`src/rtl/grf_write_arbiter.sv`:
```
// Merges WB-stage and long-latency aux writes onto one GRF write port. Grants are combinational, and an aux entry becomes eligible the cycle after its push.
// aux_ready drops while the 2-entry queue is full; a head starved STARVE_LIMIT cycles forces a one-cycle stall_wb.
module grf_write_arbiter #(
    parameter int unsigned STARVE_LIMIT = 4
) (
    input  logic        clk,
    input  logic        reset,
    input  logic        wb_we,
    input  logic [4:0]  wb_addr,
    input  logic [31:0] wb_data,
    input  logic        aux_valid,
    input  logic [4:0]  aux_addr,
    input  logic [31:0] aux_data,
    output logic        aux_ready,
    output logic        grf_we,
    output logic [4:0]  grf_addr,
    output logic [31:0] grf_data,
    output logic        stall_wb,
    output logic [1:0]  pending_cnt
);

    typedef enum logic [1:0] {
        S_IDLE  = 2'd0,
        S_WAIT  = 2'd1,
        S_STALL = 2'd2
    } state_t;

    typedef struct packed {
        logic [4:0]  addr;
        logic [31:0] data;
    } aux_ent_t;

    localparam logic [3:0] WAIT_MAX = 4'(STARVE_LIMIT - 1);

    state_t     state_q, state_d;
    logic [3:0] wait_cnt_q, wait_cnt_d;
    logic       stall_q, stall_d;
    logic [1:0] cnt_q, cnt_d;
    logic       wr_ptr_q, wr_ptr_d;
    logic       rd_ptr_q, rd_ptr_d;
    aux_ent_t   mem_q [0:1];
    aux_ent_t   mem_d [0:1];

    logic       head_vld;
    logic       head_gnt;
    logic       wb_gnt;
    logic       push;
    logic       pop;
    aux_ent_t   head;

    assign aux_ready   = (cnt_q != 2'd2);
    assign stall_wb    = stall_q;
    assign pending_cnt = cnt_q;
    assign head_vld    = (cnt_q != 2'd0);
    assign head        = mem_q[rd_ptr_q];
    assign push        = aux_valid & aux_ready;
    assign pop         = head_gnt;

    // Grant is gated by reset so a held WB request cannot write while reset is low.
    always_comb begin
        head_gnt = 1'b0;
        wb_gnt   = 1'b0;
        if (reset) begin
            if (stall_q && head_vld) begin
                head_gnt = 1'b1;
            end else if (!stall_q && wb_we && (wb_addr != 5'd0)) begin
                wb_gnt = 1'b1;
            end else if (head_vld) begin
                head_gnt = 1'b1;
            end
        end
    end

    always_comb begin
        grf_we   = 1'b0;
        grf_addr = 5'd0;
        grf_data = 32'd0;
        if (head_gnt) begin
            grf_we   = (head.addr != 5'd0);
            grf_addr = head.addr;
            grf_data = head.data;
        end else if (wb_gnt) begin
            grf_we   = 1'b1;
            grf_addr = wb_addr;
            grf_data = wb_data;
        end
    end

    always_comb begin
        mem_d = mem_q;
        if (push) begin
            mem_d[wr_ptr_q] = '{addr: aux_addr, data: aux_data};
        end
        wr_ptr_d = wr_ptr_q ^ push;
        rd_ptr_d = rd_ptr_q ^ pop;
        cnt_d    = cnt_q + {1'b0, push} - {1'b0, pop};
    end

    always_comb begin
        state_d    = state_q;
        wait_cnt_d = wait_cnt_q;
        case (state_q)
            S_IDLE: begin
                wait_cnt_d = 4'd0;
                if (push) begin
                    state_d = S_WAIT;
                end
            end
            S_WAIT: begin
                if (pop) begin
                    wait_cnt_d = 4'd0;
                    state_d    = (cnt_d == 2'd0) ? S_IDLE : S_WAIT;
                end else if (wait_cnt_q == WAIT_MAX) begin
                    wait_cnt_d = 4'd0;
                    state_d    = S_STALL;
                end else begin
                    wait_cnt_d = wait_cnt_q + 4'd1;
                end
            end
            S_STALL: begin
                // The head is always granted here, so the queue shrinks or holds.
                wait_cnt_d = 4'd0;
                state_d    = (cnt_d == 2'd0) ? S_IDLE : S_WAIT;
            end
            default: begin
                wait_cnt_d = 4'd0;
                state_d    = S_IDLE;
            end
        endcase
        stall_d = (state_d == S_STALL);
    end

    always_ff @(posedge clk or negedge reset) begin
        if (!reset) begin
            state_q    <= S_IDLE;
            wait_cnt_q <= 4'd0;
            stall_q    <= 1'b0;
            cnt_q      <= 2'd0;
            wr_ptr_q   <= 1'b0;
            rd_ptr_q   <= 1'b0;
            for (int i = 0; i < 2; i++) begin
                mem_q[i] <= '0;
            end
        end else begin
            state_q    <= state_d;
            wait_cnt_q <= wait_cnt_d;
            stall_q    <= stall_d;
            cnt_q      <= cnt_d;
            wr_ptr_q   <= wr_ptr_d;
            rd_ptr_q   <= rd_ptr_d;
            mem_q      <= mem_d;
        end
    end

endmodule

```
`config.mk`:
```
export PLATFORM = sky130hd
export DESIGN_NAME = grf_write_arbiter
export DESIGN_NICKNAME = d
export VERILOG_FILES = /design/src/rtl/grf_write_arbiter.sv
export SDC_FILE = /design/constraint.sdc
export NUM_CORES = 1
export LEC_CHECK = 0
export BUFFER_PORTS_ARGS = -buffer_cell sky130_fd_sc_hd__clkbuf_2
export CAP_MARGIN = 20
export CORE_MARGIN = 8
export CORE_UTILIZATION = 40
export CTS_BUF_LIST = sky130_fd_sc_hd__clkbuf_8
export DETAILED_ROUTE_END_ITERATION = 10
export GPL_ROUTABILITY_DRIVEN = 0
export PLACE_DENSITY_LB_ADDON = 0.05
export SLEW_MARGIN = 5
export SYNTH_ARGS = -nofsm -noshare
export SYNTH_HDL_FRONTEND = slang
export SYNTH_SLANG_ARGS = --single-unit
```
`constraint.sdc`:
```
create_clock -name clk -period 2.97 [get_ports clk]
set_input_delay 0.297 -clock clk [delete_from_list [all_inputs] [get_ports clk]]
set_output_delay 0.297 -clock clk [all_outputs]
set_load 0.02 [all_outputs]
```
==> summary by stage <==
Cells and area
Leaving out fill and tap cells, the most frequent cells in the layout are sky130_fd_sc_hd__clkbuf_2 (118), sky130_fd_sc_hd__dfrtp_1 (84), sky130_fd_sc_hd__mux2_2 (74), sky130_fd_sc_hd__nand2_1 (40), sky130_fd_sc_hd__mux2i_1 (38). In the final layout, the share of cells above drive strength 1 is 0.501. The filler cells instantiated in the layout total 952. Once layout is complete, the cells apart from fillers number 597. The area growth from synthesis to layout is 22.2%. Leaving out fill and tap cells, the most frequent cell in the layout is sky130_fd_sc_hd__clkbuf_2. In the final design database the tool counted roughly 540 nets.

0 antenna diodes ended up in the layout.

Power
Of the total power, the clock network draws 0.148. The post-route total power is around 5 mW. Summed over all cells, the static leakage comes to roughly 2.4 nW. The total power per unit cell area is 989 nW/um^2. The part of the power in combinational logic is 0.437. The switching power is ~1.8 mW.

The switching power as a share of total power is 0.361. The cell-internal power is 3.20 mW. The relative contribution of sequential cells to total power is 0.415.

The largest vdd supply drop is about 0.40 mV.

Min path
In this run the worst hold path is classified as input pin to register.

Floorplan
The width of the die is between 100 and 150 microns. For this configuration, the core starts out at a cell density of 0.407. The region available for standard cell placement spans between 10,000 and 15,000 sq um. The number of I/O pins is between 100 and 150. The die footprint is between 10,000 and 15,000 sq um. Measured along the y axis, the die boundary spans 118 microns.

The total number of placement rows is 37.

STA
Hold timing on the final database bottoms out at a slack of about 0.20 ns. The number of failing hold endpoints at the final stage is 0. The slew at the pin closest to its max-slew limit is roughly 0.82 ns. The smallest setup slack after layout is about 0.49 ns. The clock period minus final worst setup slack is between 2 and 2.5 ns. The setup total negative slack is 0 ns.

Setup repair after global routing left no endpoint under its margin. The maximum clock skew at final layout is roughly 0.0099 ns. Measured against its own limit, the worst slew margin works out to 0.455. Static timing analysis puts the maximum clock frequency at between 400 and 500 MHz.

Setup violations remaining at the end of the flow were counted as 0. The number of pins exceeding their max-slew limit in the final report is 0. The post-route fraction of the period consumed by the critical path is 0.836.

Flow run
The tool flagged a number of max-cap violations equal to 0.

Synth
The mean instance size in the synthesized netlist is ~12 sq um. The instance count of the mapped netlist is around 340. The async set or reset register ratio after synthesis is 1.00. The number of synthesized flops with an enable pin is 0.

Yosys printed 0 warnings. The predominant post-synthesis flop cell is sky130_fd_sc_hd__dfrtp_1. The unique cell type count in the Yosys netlist is 30. The net count after synthesis is 422. The netlist area before placement is around 4100 sq um.

The number of register bits inferred by synthesis is 85. The sequential area share after synthesis is 0.513.

Setup path
The maximum net fanout on the critical path is 37. The type of the worst setup path is input pin to output port. The worst setup path is launched from an input pin. The arrival time at the worst endpoint is around 2.2 ns. Data on the critical path is required at its endpoint by 2.67 ns. The endpoint class of the critical path is an output port.

Clock network
In this run the number of H-tree levels came out at 3. The library cell used as clock root buffer is sky130_fd_sc_hd__clkbuf_8. Clock tree synthesis inserted a total of 9 buffers. The number of hold-repair buffers added at the cts stage is 1.

The worst-skew pair later-pin latency is 0.34 ns. The clock net sink count is 85. The clock transition time at the flip-flop clock pins of the worst setup and hold paths is around 0.090 ns.

Post-CTS repair changed the size of 0 cells. In this run the deepest clock path goes through 2 buffers. TritonCTS built the clock tree. The post-CTS setup repair buffer count is 0.

Drt
Detailed routing inserted a total of between 2,000 and 3,000 vias. The average wire length per cell after detail routing is around 16 microns. The number of routed nets with antenna violations is 0. The number of iterations in the first detailed-routing pass is 4. The number of DRC markers after the initial detailed-route iteration is 78. The number of vias per cell is around 4.8. The remaining routing DRC violations is 0.

Summed over all layers, the routed wires come to roughly 9500 microns.

Place
Port buffering added about 120 buffers. The sum of net half-perimeters after detailed placement is 6710 microns. The instance count after placement with tap cells included is 580. Before CTS, the worst setup slack after placement is about 0.44 ns.

Global routing
The total congestion overflow after global routing is 0. The first global-routing pass estimated 16,300 microns of wire. Across every metal layer, demand over resource in global routing totals 0.142.

The number of antenna violations at the first check in global routing came to 0. The via count of the first global-routing pass came to 3,197. The largest net degree at the start of global routing is 65.

Outcome
The flow ran to the end, and the final reports show no timing, DRC or antenna violations.
[stage by stage]
stage | utilization | instance area [sq um]
final | 0.497 | 5060
after detailed placement | 0.479 | 4870
after global routing | 0.497 | 5060
after CTS | 0.497 | 5060
after global placement | 0.479 | 4870
after floorplan | - | 4140
[cell families after synthesis]
family | after synthesis | synth area share
fa+ha+maj | 5 | 0.0151
flops | 85 | 0.513
simple gates | 63 | 0.0691
xor+xnor | 5 | 0.0124
mux | 112 | 0.293
compound gates | 42 | 0.0613
buf+inv | 27 | 0.0359
[state kept, by name, indices dropped and copies added, names as in the netlist]
name,count
mem_q,74
wr_ptr_q,1
wait_cnt_q,4
state_q,2
pending_cnt,2
rd_ptr_q,1
stall_wb,1
[power by group through the flow]
stage	combinational [mW]	clock (mW)	sequential (mW)
6_report	2.19	0.742	2.08
5_1_grt	2.40	0.826	2.17
4_1_cts	2.24	0.771	2.09
3_5_place_dp	2.23	0	2.12
3_3_place_gp	2.19	0	2.09
2_1_floorplan	1.72	0	2.00
[synth_stat cells, types with 3 or more instances]
master	count	area, sq um
sky130_fd_sc_hd__dfrtp_1	85	2130
sky130_fd_sc_hd__mux2_2	74	833
sky130_fd_sc_hd__nand2_1	40	150
sky130_fd_sc_hd__mux2i_1	38	380
sky130_fd_sc_hd__o21ai_1	28	140
sky130_fd_sc_hd__o21ai_2	10	87.6
sky130_fd_sc_hd__clkbuf_1	9	33.8
sky130_fd_sc_hd__buf_2	8	40.0
sky130_fd_sc_hd__buf_6	5	56.3
sky130_fd_sc_hd__ha_1	5	62.6
sky130_fd_sc_hd__inv_1	5	18.8
sky130_fd_sc_hd__nor2_1	5	18.8
sky130_fd_sc_hd__nor3_1	4	20.0
sky130_fd_sc_hd__and3_1	3	18.8
sky130_fd_sc_hd__xnor2_1	3	26.3
[layer usage]
metal	up-vias	global-route usage	routed length [microns]
li1	1419	-	-
met3	10	0.0408	491
met5	-	0	0
met2	73	0.227	4460
met1	1359	0.183	4440
met4	0	0.0432	106
[final timing paths]
path	start	endpoint	slack [ns]	cells past startpoint
worst max-delay path	reset	grf_data[9]	0.49	8
worst min-delay path	aux_data[29]	mem_q[66]	0.20	2
worst max register to register	stall_wb	state_q[0]	0.63	12
worst min register to register	wait_cnt_q[0]	wait_cnt_q[0]	0.47	1
max in group asynchronous	reset	rd_ptr_q	1.31	4
min in group asynchronous	reset	mem_q[3]	0.50	3
[worst max-delay path: stages]
cell	delay, ns
sky130_fd_sc_hd__dlygate4sd3_1	0.53
sky130_fd_sc_hd__buf_4	0.12
sky130_fd_sc_hd__buf_4	0.29
sky130_fd_sc_hd__and2_1	0.17
sky130_fd_sc_hd__buf_4	0.36
sky130_fd_sc_hd__nand2_1	0.12
sky130_fd_sc_hd__o21ai_1	0.10
sky130_fd_sc_hd__clkbuf_2	0.19
[area by class of cell]
type | count | area [sq um] | share of cell area
sequential | 85 | 2130 | 0.420
multi-input combinational | 227 | 1870 | 0.370
timing repair buffer | 128 | 693 | 0.137
tap | 136 | 170 | 0.0336
clock buffer | 11 | 151 | 0.0299
clock inverter | 5 | 27.5 | 0.00544
inverter | 5 | 18.8 | 0.00371
(Power assumes the default switching activity.)
